File: src/rtl/ni_pkg.sv
// ni_pkg: head-flit field layout, flit width and FSM state encoding shared by
// the transmit NetworkInterface and the receive ni_depacketizer.
package ni_pkg;

  localparam int FLIT_W = 16;

  localparam int HEAD_DEST_MSB = 15;
  localparam int HEAD_DEST_LSB = 12;
  localparam int HEAD_SRC_MSB  = 11;
  localparam int HEAD_SRC_LSB  = 8;
  localparam int HEAD_LEN_MSB  = 7;
  localparam int HEAD_LEN_LSB  = 0;

  typedef enum logic [1:0] {
    IDLE    = 2'd0,
    PAYLOAD = 2'd1,
    DROP    = 2'd2,
    DONE    = 2'd3
  } niState_e;

endpackage

File: src/rtl/ni_head_decode.sv
// ni_head_decode: purely combinational split of a head flit into its
// destination, source and payload-length fields, plus a match against NODE_ID.
module ni_head_decode
  import ni_pkg::*;
#(
  parameter logic [3:0] NODE_ID = 4'h0
) (
  input  logic [FLIT_W-1:0]                      flit_i,
  output logic [HEAD_DEST_MSB-HEAD_DEST_LSB:0]   dest_o,
  output logic [HEAD_SRC_MSB-HEAD_SRC_LSB:0]     src_o,
  output logic [HEAD_LEN_MSB-HEAD_LEN_LSB:0]     len_o,
  output logic                                   destMatch_o
);

  assign dest_o      = flit_i[HEAD_DEST_MSB:HEAD_DEST_LSB];
  assign src_o       = flit_i[HEAD_SRC_MSB:HEAD_SRC_LSB];
  assign len_o       = flit_i[HEAD_LEN_MSB:HEAD_LEN_LSB];
  assign destMatch_o = (flit_i[HEAD_DEST_MSB:HEAD_DEST_LSB] == NODE_ID);

endmodule

File: src/rtl/ni_depacketizer.sv
// ni_depacketizer: receive-side network interface. Consumes the flit stream
// from the router's local port, checks the head against NODE_ID, strips it and
// writes payload flits into SRAM from base_addr, then reports completion and
// length/destination errors. DATA_W stays at 16 because the head layout is 16 bits.
module ni_depacketizer
  import ni_pkg::*;
#(
  parameter logic [3:0] NODE_ID = 4'h0,
  parameter int         ADDR_W  = 8,
  parameter int         DATA_W  = FLIT_W
) (
  input  logic              clk,
  input  logic              reset,
  input  logic [DATA_W-1:0] flit_in,
  input  logic              flit_valid,
  input  logic              packet_end,
  output logic              flit_ready,
  input  logic [ADDR_W-1:0] base_addr,
  input  logic              sram_ready,
  output logic              sram_we,
  output logic [ADDR_W-1:0] sram_addr,
  output logic [DATA_W-1:0] sram_wdata,
  output logic              pkt_done,
  output logic [3:0]        pkt_src,
  output logic [7:0]        pkt_len,
  output logic              err_len,
  output logic              err_dest
);

  niState_e          state_q, state_d;
  logic [3:0]        src_q, src_d;
  logic [7:0]        len_q, len_d;
  logic [ADDR_W-1:0] wrPtr_q, wrPtr_d;
  logic [7:0]        cnt_q, cnt_d;
  logic              extra_q, extra_d;
  logic              sramWe_q, sramWe_d;
  logic [ADDR_W-1:0] sramAddr_q, sramAddr_d;
  logic [DATA_W-1:0] sramWdata_q, sramWdata_d;
  logic              pktDone_q, pktDone_d;
  logic [3:0]        pktSrc_q, pktSrc_d;
  logic [7:0]        pktLen_q, pktLen_d;
  logic              errLen_q, errLen_d;
  logic              errDest_q, errDest_d;

  logic              flitReady;
  logic              flitAccept;
  logic [3:0]        unusedHeadDest;
  logic [3:0]        headSrc;
  logic [7:0]        headLen;
  logic              headDestMatch;

  // Head fields are decoded from flit_in every cycle; only used when in IDLE.
  // The raw dest field is not needed here since the match flag carries it.
  ni_head_decode #(
    .NODE_ID (NODE_ID)
  ) uHeadDecode (
    .flit_i      (flit_in),
    .dest_o      (unusedHeadDest),
    .src_o       (headSrc),
    .len_o       (headLen),
    .destMatch_o (headDestMatch)
  );

  // Ready depends on state (and SRAM backpressure while writing payload);
  // held low while reset is asserted and during the one-cycle DONE bubble.
  always_comb begin
    flitReady = 1'b0;
    if (reset) begin
      case (state_q)
        IDLE, DROP: flitReady = 1'b1;
        PAYLOAD:    flitReady = sram_ready;
        default:    flitReady = 1'b0;
      endcase
    end
  end

  assign flit_ready = flitReady;
  assign flitAccept = flit_valid && flitReady;

  // Next-state and registered-output logic; pulses default low every cycle.
  always_comb begin
    state_d     = state_q;
    src_d       = src_q;
    len_d       = len_q;
    wrPtr_d     = wrPtr_q;
    cnt_d       = cnt_q;
    extra_d     = extra_q;
    sramWe_d    = 1'b0;
    sramAddr_d  = sramAddr_q;
    sramWdata_d = sramWdata_q;
    pktDone_d   = 1'b0;
    pktSrc_d    = pktSrc_q;
    pktLen_d    = pktLen_q;
    errLen_d    = 1'b0;
    errDest_d   = 1'b0;

    case (state_q)
      IDLE: begin
        if (flitAccept) begin
          src_d   = headSrc;
          len_d   = headLen;
          wrPtr_d = base_addr;
          cnt_d   = 8'd0;
          extra_d = 1'b0;
          if (!headDestMatch) begin
            errDest_d = 1'b1;
          end
          if (packet_end) begin
            state_d   = DONE;
            pktDone_d = 1'b1;
            pktSrc_d  = headSrc;
            pktLen_d  = 8'd0;
            errLen_d  = headDestMatch && (headLen != 8'd0);
          end else begin
            state_d = headDestMatch ? PAYLOAD : DROP;
          end
        end
      end

      PAYLOAD: begin
        if (flitAccept) begin
          if (cnt_q < len_q) begin
            sramWe_d    = 1'b1;
            sramAddr_d  = wrPtr_q;
            sramWdata_d = flit_in;
            wrPtr_d     = wrPtr_q + ADDR_W'(1);
            cnt_d       = cnt_q + 8'd1;
          end else begin
            extra_d = 1'b1;
          end
          if (packet_end) begin
            state_d   = DONE;
            pktDone_d = 1'b1;
            pktSrc_d  = src_q;
            pktLen_d  = cnt_d;
            errLen_d  = (cnt_d != len_q) || extra_d;
          end
        end
      end

      DROP: begin
        if (flitAccept && packet_end) begin
          state_d   = DONE;
          pktDone_d = 1'b1;
          pktSrc_d  = src_q;
          pktLen_d  = 8'd0;
        end
      end

      DONE: begin
        state_d = IDLE;
      end

      default: begin
        state_d = IDLE;
      end
    endcase
  end

  // State and output registers with synchronous active-low reset.
  always_ff @(posedge clk) begin
    if (!reset) begin
      state_q     <= IDLE;
      src_q       <= 4'd0;
      len_q       <= 8'd0;
      wrPtr_q     <= '0;
      cnt_q       <= 8'd0;
      extra_q     <= 1'b0;
      sramWe_q    <= 1'b0;
      sramAddr_q  <= '0;
      sramWdata_q <= '0;
      pktDone_q   <= 1'b0;
      pktSrc_q    <= 4'd0;
      pktLen_q    <= 8'd0;
      errLen_q    <= 1'b0;
      errDest_q   <= 1'b0;
    end else begin
      state_q     <= state_d;
      src_q       <= src_d;
      len_q       <= len_d;
      wrPtr_q     <= wrPtr_d;
      cnt_q       <= cnt_d;
      extra_q     <= extra_d;
      sramWe_q    <= sramWe_d;
      sramAddr_q  <= sramAddr_d;
      sramWdata_q <= sramWdata_d;
      pktDone_q   <= pktDone_d;
      pktSrc_q    <= pktSrc_d;
      pktLen_q    <= pktLen_d;
      errLen_q    <= errLen_d;
      errDest_q   <= errDest_d;
    end
  end

  assign sram_we    = sramWe_q;
  assign sram_addr  = sramAddr_q;
  assign sram_wdata = sramWdata_q;
  assign pkt_done   = pktDone_q;
  assign pkt_src    = pktSrc_q;
  assign pkt_len    = pktLen_q;
  assign err_len    = errLen_q;
  assign err_dest   = errDest_q;

endmodule

File: config.mk
export PLATFORM = sky130hd
export DESIGN_NAME = ni_depacketizer
export DESIGN_NICKNAME = d
export VERILOG_FILES = /design/src/rtl/ni_pkg.sv /design/src/rtl/ni_head_decode.sv /design/src/rtl/ni_depacketizer.sv
export SDC_FILE = /design/constraint.sdc
export NUM_CORES = 1
export LEC_CHECK = 0
export ABC_CLOCK_PERIOD_IN_PS = 2900
export BUFFER_PORTS_ARGS = -buffer_cell sky130_fd_sc_hd__buf_2
export CAP_MARGIN = 15
export CORE_ASPECT_RATIO = 1.5
export CORE_MARGIN = 3
export CORE_UTILIZATION = 35
export CTS_CLUSTER_SIZE = 12
export DETAILED_ROUTE_END_ITERATION = 16
export SLEW_MARGIN = 20
export SYNTH_ARGS = -nofsm -noshare
export SYNTH_HDL_FRONTEND = slang
export SYNTH_SLANG_ARGS = --single-unit
File: constraint.sdc
create_clock -name clk -period 2.9 [get_ports clk]
set_clock_uncertainty 0.05 [all_clocks]
set_input_delay 0 -clock clk [delete_from_list [all_inputs] [get_ports clk]]
set_output_delay 0 -clock clk [all_outputs]
set_load 0.05 [all_outputs]
* Yosys cells after proc, flatten, opt, wreduce, memory -nomap -nowiden *
Index checks and enable logic that the tools add are counted.

operators by class
  $add $sub $neg = 2
  multiply operators = 0
  divide/modulo/power cells = 0
  $lt $le $gt $ge = 1
  equality and inequality tests = 10
  shift operators = 0
  muxes and demuxes = 48
  bitwise operators = 0
  reductions and logical operators = 19

operators with widths
  kind                                                 count
  two-way mux 8 bit                                    13
  one-hot mux 8 bit (2 select lines)                   2
  one-hot mux 8 bit (3 select lines)                   1
  two-way mux 4 bit                                    5
  adder 8 x 1 -> 8 bit, second input constant          2
  two-way mux 1 bit                                    15
  two-way mux 2 bit                                    6
  != test 2 bit, second input constant                 6
  one-hot mux 4 bit (3 select lines)                   1
  AND reduction 3 bit                                  4
  less-than comparator 8 bit                           1
  != test 8 bit                                        1
  one-hot mux 1 bit (2 select lines)                   4
  one-hot mux 2 bit (4 select lines)                   1
  AND reduction 4 bit                                  2
  nonzero test 8 bit                                   1
  AND reduction 6 bit                                  1
  equality test 2 bit, second input constant           2
  logical NOT 4 bit                                    1
  OR reduction 2 bit                                   2
  logical AND 1 bit                                    3
  nonzero test 3 bit                                   1
  equality test 2 x 1 -> 1 bit, second input constant  1
  logical NOT 2 bit                                    1
  other kinds (3)                                      3

word-level totals
  flip-flop bits (word level) = 71
  bits in latches = 0
  bits in writable memories = 0
  ROM bits = 0
  input port bits = 29
  output and inout bits = 41
  word-level logic and storage cells = 94
  memories = 0

* Logic depth before layout (Yosys ltp) *
Gate-level depths: netlist of run 1.

  word-level depth = 12
  gate-level depth with buffers = 11
  depth with buffers taken out = 9

* Modules after synthesis *
Synthesis of run 1 repeated with hierarchy kept, for this count alone.

unflattened totals
  cells, all modules = 452
  area, all modules = 3,701.0 µm²

modules (own cells, without submodules)
  module           instances  cells each  area an instance (µm²)  sequential area each (µm²)
  ni_depacketizer  1          435         3,568.4                 1,421.4
  ni_head_decode   1          17          132.6                   0.0

* Least setup slack after synthesis of run 1 *
No wires, ideal clock.

  kind = reg2reg
  from = reg len_q[5]
  to = reg errLen_q, in the netlist err_len
  library setup time = 133 ps
  arrival time = 2,075 ps
  data required time = 2,717 ps
  slack = 642 ps
  stages on the path, launching flop included = 10
  path buffers = 0
  period minus slack after synthesis = 2,258 ps
  path through = dfxtp_1 inv_1 ha_1 a211o_1 a21o_1 a21oi_4 nand3_1 xnor2_1 a311oi_1 a311oi_1

between the ends
  word-level cells in the longest chain between the ends = 9
  elaborated cells on any way between the ends = 12
  classes of those cells = order compare (1); eq/ne (1); mux (9); reduce/logical (1)

ends and longest elaborated chain
  what                                    line                    text
  start: declaration                      ni_depacketizer.sv:32   logic [7:0] len_q, len_d;
  start signal: assignment                ni_depacketizer.sv:180  len_q <= len_d;
  less-than comparator 8 bit              ni_depacketizer.sv:122  if (cnt_q < len_q) begin
  two-way mux 8 bit                       ni_depacketizer.sv:122
  two-way mux 8 bit                       ni_depacketizer.sv:121  if (flitAccept) begin
  two-way mux 8 bit                       ni_depacketizer.sv:97   case (state_q)
  != test 8 bit                           ni_depacketizer.sv:136  errLen_d = (cnt_d != len_q) || extra_d;
  logical OR 1 bit (*)                    ni_depacketizer.sv:136
  two-way mux 1 bit (*)                   ni_depacketizer.sv:131  if (packet_end) begin
  two-way mux 1 bit (*)                   ni_depacketizer.sv:121
  one-hot mux 1 bit (2 select lines) (*)  ni_depacketizer.sv:97
  end signal: assignment                  ni_depacketizer.sv:190  errLen_q <= errLen_d;
  end: declaration                        ni_depacketizer.sv:42   logic errLen_q, errLen_d;

Every way passes the cells marked *; elsewhere a longest branch is shown, timed or not. The select of a mux whose other input is x is not followed.
A chain may end at the register's enable or synchronous reset.

* Final worst setup path of run 1 *
  from = reg len_q[2]
  to = reg wrPtr_q[0]

between the ends
  word-level cells in the longest chain between the ends = 3

ends and longest elaborated chain
  what                                  line                    text
  less-than comparator 8 bit            ni_depacketizer.sv:122
  != test 2 bit (no source line)        -
  AND reduction 4 bit (no source line)  -
  end signal: assignment                ni_depacketizer.sv:181  wrPtr_q <= wrPtr_d;
  end: declaration                      ni_depacketizer.sv:33   logic [ADDR_W-1:0] wrPtr_q, wrPtr_d;

Every way passes these cells.

==> flow_summary.yaml, run 1 <==
synth:
  yosys.area_share.simple: 0.215
  syn_area_um2: 3530
  synth_adder_area_share: 0.0460
  synth-edff-count: 0
  synthCells: 425
  synth_compound_gate_area_share: 0.226
  ys.flop_type: "dfxtp_1"
  yosysWarnings: 0
  ys_types: 52
  ys_ff_latch: 71
  muxShareOfSynthArea: 0.0237
  synthArstFlopShare: 0
  synth_top_family_by_area: "compound AO/OA/AOI/OAI gates"
  synth_fp_nets: 467
  synth-xor-area-share: 0.0397
  ys_seq_area_frac: 0.402
  avgSynthCellArea_um2: 8.31
die:
  rows: 44
  coreArea_um2: 9740
  die_y_um: 129
  die_area_um2: 11400
  io_pins: 70
  start_util: 0.363
  die_w_um: 88.0
clock_tree:
  cts_buffers: 9
  cts.repair.resized: 0
  insertion_delay_ns: 0.33
  cts_root_buf: "clkbuf_16"
  cts_tree: "done"
  clk_pin_slew_worst_paths_ns: 0.06
  cts.htree.levels: 3
  cts_buffer_depth: 2
  clock-sinks: 71
route:
  wl_mm: 9.05
  drc: 0
  dr_total_vias: 3225
  final_antenna_net_count: 0
  wl_per_cell_um: 14.3
  dr.pass1.iters: 4
  routed-wl-met2_mm: 4.60
  wl_met1_mm: 3.98
  drt_iter0_drc: 151
  avgViaCountPerCell: 5.09
  highest_layer: "met4"
  wl_met3_um: 264
setup_path:
  cp-startpoint: "len_q[2]"
  r2r-start: "len_q[2]"
  critPathTopFamily: "compound AO/OA/AOI/OAI gates"
  worstPathCellList: "inv_1 > ha_1 > o21ai_0 > a21oi_1 > a21oi_4 > buf_4 > o21ai_2 > a21oi_1 > o221a_2"
  worstSetupStartpointType: "flop"
  cpPeakStageDelay_ns: 0.58
  cpMostUsedCell: "a21oi_1"
  critPathSlowestCell: "o21ai_2"
  rrSetupSlack_ns: 0.29
  critPathMaxFanout: 17
  worstPathArrival_ns: 2.78
  critPathBufInv: 2
  end_kind: "flop"
  crit_required_ns: 3.07
  path_class: "flop to flop"
power_and_ir_drop:
  p_per_area_nw_per_um2: 759
  ir_worst_vdd_v: 0.000352
  p_leak_nw: 1.90
timing:
  hold_violations: 0
  fmaxAchievable_ghz: 0.383
  final-max-slew-violation-count: 0
  relSlewSlack: 0.482
  period_minus_slack_ns: 2.61
  setup-violations-final: 0
  tightest_slew_ns: 0.771
  setup_tns_ns: 0
  finalCritPeriodShare: 0.900
  rsz0062_at_grt: "false"
global_routing:
  track_usage: 0.166
  antenna_found_initial: 0
  grt_overflow: 0
  grt_max_degree: 69
  grt_pass1_vias: 3112
  grt_pass1_wl_mm: 14.8
hold_path:
  hp-start: "base_addr[1]"
  hold_class: "input pin to flop"
layout:
  nNetsFinal: 557
  multi_input_area_um2: 1940
  fill_cells: 976
  antenna_cells: 0
  area_growth_pct: 28.5
  final_util: 0.466
  drive_above_1_share: 0.212
  register_area_um2: 1420
placement:
  dp_hpwl_mm: 6.37
  gp_congestion: 0.831
  port_buffers: 69
job:
  max-cap-violations: 0
run_status:
  run_status: "finished, final reports clean"
==> logic make-up after synthesis <==
family | count (synthesis)
AOI/OAI and AO/OA | 111
xor gates and xnor gates | 16
muxes | 8
adders and majority gates | 13
and+or+nand+nor | 164
DFF | 71
buffers and inverters | 42
==> synth_stat cells (10+ instances only) <==
| cell | instances | area share |
|---|---|---|
| a21oi_1 | 21 | 0.030 |
| inv_1 | 17 | 0.018 |
| dfxtp_1 | 71 | 0.40 |
| a21boi_0 | 39 | 0.083 |
| nor2b_1 | 14 | 0.025 |
| clkbuf_1 | 19 | 0.020 |
| nand2_1 | 99 | 0.11 |
| xnor2_1 | 10 | 0.025 |
| ha_1 | 13 | 0.046 |
| nor2_1 | 10 | 0.011 |
==> metrics by stage <==
step	area, um^2	total power, mW	cells	setup WS [ns]	hold WS [ns]
final	4540	3.45	634	0.289	0.0222
after global routing	4540	3.65	634	0.0522	0.0532
after CTS	4530	3.45	632	0.191	0.00468
after detailed placement	3990	2.29	594	0.205	0.215
after global placement	3990	2.26	594	0.217	0.203
after floorplan	3530	2.01	425	0.642	0.0849
==> sequential cells by signal, summed over array words and instances, names as in the netlist, 2 cells and up <==
signal,cells
wrPtr_q,8
pkt_src,4
cnt_q,8
sram_addr,8
src_q,4
pkt_len,8
state_q,2
sram_wdata,16
len_q,8
==> area by class of cell <==
cell class,instances,area share
multi-input cells,312,0.428
flip-flops and latches,71,0.313
repair buffers,103,0.145
clock buffers,11,0.0556
well taps,115,0.0317
inverters,18,0.0149
clock inverters,4,0.0118
==> cells in the final DEF, fill, tap and decap left out, drive strengths merged, types with 10 or more instances in the layout <==
cell,instances
dfxtp,71
a21boi,40
nand2,100
clkbuf,11
xnor2,10
inv,19
nor2,10
nor2b,14
a21oi,22
buf,80
dlygate4sd3,23
ha,13
==> final timing paths <==
path | to | cells past startpoint
setup reg to reg | wrPtr_q[0] | 9
hold reg to reg | sram_addr[5] | 2
setup / recovery | wrPtr_q[0] | 9
hold / removal | wrPtr_q[1] | 4
==> per-layer routing <==
layer,vias up,global-route usage
met3,13,0.0388
met4,0,0.0632
met5,-,0
met2,60,0.287
li1,1659,-
met1,1493,0.198
==> where the power goes <==
part | switching (mW) | total (mW) | leakage, nW | internal [mW]
Combinational | 0.726 | 1.14 | 1.18 | 0.411
Clock | 0.423 | 1.13 | 0.144 | 0.711
Sequential | 0.0928 | 1.18 | 0.575 | 1.09
==> worst min-delay path, delay by kind of cell <==
kind,cells,cell delay (ns)
multiplexers,2,0.19
AND/OR/NAND/NOR,1,0.09
buffers and inverters,1,0.08
==> what timing repair did <==
item / CTS / global route
endpoints found under the hold margin: 36 / 0
buffers inserted: 0 / 2
hold buffers: 23 / 0
setup endpoints to repair: 0 / 1
Note: power is estimated with default switching activity, not from simulation.
==> run 2, diff against run 1 <==
--- a/config.mk
+++ b/config.mk
@@ -16,4 +16,5 @@
 export SLEW_MARGIN = 20
 export SYNTH_ARGS = -nofsm -noshare
 export SYNTH_HDL_FRONTEND = slang
+export SYNTH_HIERARCHICAL = 1
 export SYNTH_SLANG_ARGS = --single-unit
==> run 2 against run 1 <==
Area after synthesis grew 3.9%. Highest routed layer unchanged. Register-to-register slack hardly changed. First-iteration DRC count grew 4.0%. Global-route usage increased by 0.23 points. Largest cell class unchanged.
==> flow_summary.yaml, run 2 <==
run_status:
  run_status: "finished, final reports clean"
setup_path:
  worstPathArrival_ns: 2.75
  cpPeakStageDelay_ns: 0.43
  r2r_end: "err_len"
  end_kind: "flop"
  critPathSlowestCell: "o41a_1"
  rr_worst_depth: 9
  r2r-start: "len_q[5]"
  path_class: "flop to flop"
  worstSetupStartpointType: "flop"
  cp-startpoint: "len_q[5]"
  crit_required_ns: 3.05
  endpoint: "err_len"
  critPathMaxFanout: 6
  rrSetupSlack_ns: 0.30
  worstPathCellList: "inv_1 > ha_1 > a211oi_1 > nor2_1 > a211o_1 > o41a_1 > a22oi_1 > and3_1 > a31oi_1"
route:
  final_antenna_net_count: 0
  dr.pass1.iters: 4
  drc: 0
  avgViaCountPerCell: 4.92
  wl_per_cell_um: 14.2
  drt_iter0_drc: 157
  wl_mm: 9.47
  dr_total_vias: 3286
timing:
  hold_violations: 0
  rsz0062_at_grt: "false"
  setup_tns_ns: 0
  finalCritPeriodShare: 0.896
  tightest_slew_ns: 0.606
  relSlewSlack: 0.596
  period_minus_slack_ns: 2.60
  fmaxAchievable_ghz: 0.385
  timing.final.ws_setup_ns: 0.301
  final-max-slew-violation-count: 0
  setup-violations-final: 0
power_and_ir_drop:
  p_leak_nw: 1.93
  ir_worst_vdd_v: 0.000629
  p_per_area_nw_per_um2: 715
die:
  die_y_um: 131
  die_area_um2: 11800
  start_util: 0.360
  io_pins: 70
  coreArea_um2: 10200
  rows: 45
  die_w_um: 89.6
placement:
  dp.cells: 627
  dp_hpwl_mm: 6.78
  port_buffers: 69
  dpl_cell_area_um2: 4050
  gp_congestion: 0.899
  dp_slack_ns: 0.335
global_routing:
  grt_pass1_vias: 3292
  grt_overflow: 0
  use_met1: 0.204
  antenna_found_initial: 0
  grtUsageMet2: 0.272
  grt_max_degree: 68
  busiest_layer: "met2"
  track_usage: 0.168
  grt_pass1_wl_mm: 15.8
  grt_use_met3: 0.0332
clock_tree:
  clock-sinks: 71
  clk_pin_slew_worst_paths_ns: 0.06
  cts_setup_buffers: 0
  cts_buffers: 9
  insertion_delay_ns: 0.33
  cts_root_buf: "clkbuf_16"
  cts.repair.resized: 0
  cts.htree.levels: 3
  cts_buffer_depth: 2
  cts_tree: "done"
synth:
  synthCells: 448
  syn_area_um2: 3670
  yosysWarnings: 6
  avgSynthCellArea_um2: 8.19
  synth_fp_nets: 490
layout:
  layoutNonFillerInstCount: 668
  area_growth_pct: 25.4
  antenna_cells: 0
  fill_cells: 1010
  nNetsFinal: 564
  largest_register_ffs: 16
  drive_above_1_share: 0.197
  design_area_um2: 4600
  layout_commonest_cell: "nand2_1"
  layout_common_cells: "nand2_1, dfxtp_1, buf_2"
hold_path:
  hold_class: "input pin to flop"
  worstHoldPathCells: 4
job:
  max-cap-violations: 0
## run 2: cell type report
cell class / instances / area (um^2) / share of cell area
Timing Repair Buffer: 104 / 671 / 0.146
Tap cell: 141 / 176 / 0.0383
Sequential cell: 71 / 1420 / 0.309
Multi-Input combinational cell: 323 / 1980 / 0.431
Clock buffer: 14 / 264 / 0.0573
Clock inverter: 2 / 38.8 / 0.00842
Inverter: 13 / 48.8 / 0.0106
## run 2: how the worst min path moves through the flow
stage / from / endpoint / slack (ns)
finish: base_addr[0] / wrPtr_q[0] / 0.11
global route: base_addr[0] / wrPtr_q[0] / 0.11
CTS: base_addr[0] / wrPtr_q[0] / 0.1
detailed placement: flit_in[12] / sram_wdata[12] / 0.22
global placement: flit_in[12] / sram_wdata[12] / 0.21
floorplan: flit_in[12] / sram_wdata[12] / 0.08
## run 2: critical path: cells and delay by family (launching register included)
kind | cells | cell delay, ns
compound gates | 5 | 1.32
flops | 1 | 0.38
fa+ha+maj | 1 | 0.32
simple gates | 2 | 0.32
buf+inv | 1 | 0.09
## run 2: timing repair
action                                  in CTS  in global routing
endpoints found under the setup margin       0                  0
hold buffers                                25                  0
endpoints found under the hold margin       37                  0
## run 2: power breakdown
part / internal, mW / switching (mW) / total [mW]
Combinational: 0.356 / 0.643 / 0.999
Clock: 0.715 / 0.397 / 1.11
Sequential: 1.09 / 0.0937 / 1.18
Total: 2.16 / 1.13 / 3.29
## run 2: stage by stage
stage	hold WS (ns)	power [mW]	util
3_5_place_dp	0.220	2.17	0.398
6_report	0.107	3.29	0.452
3_3_place_gp	0.212	2.16	0.398
2_1_floorplan	0.0849	1.94	-
4_1_cts	0.0953	3.32	0.452
5_1_grt	0.109	3.47	0.452
## run 2: layer usage
layer  routed length [um]  vias up
li1                     -     1656
met1                 4000     1530
met2                 4710       75
met3                  386       25
met4                  369        0
met5                    0        -
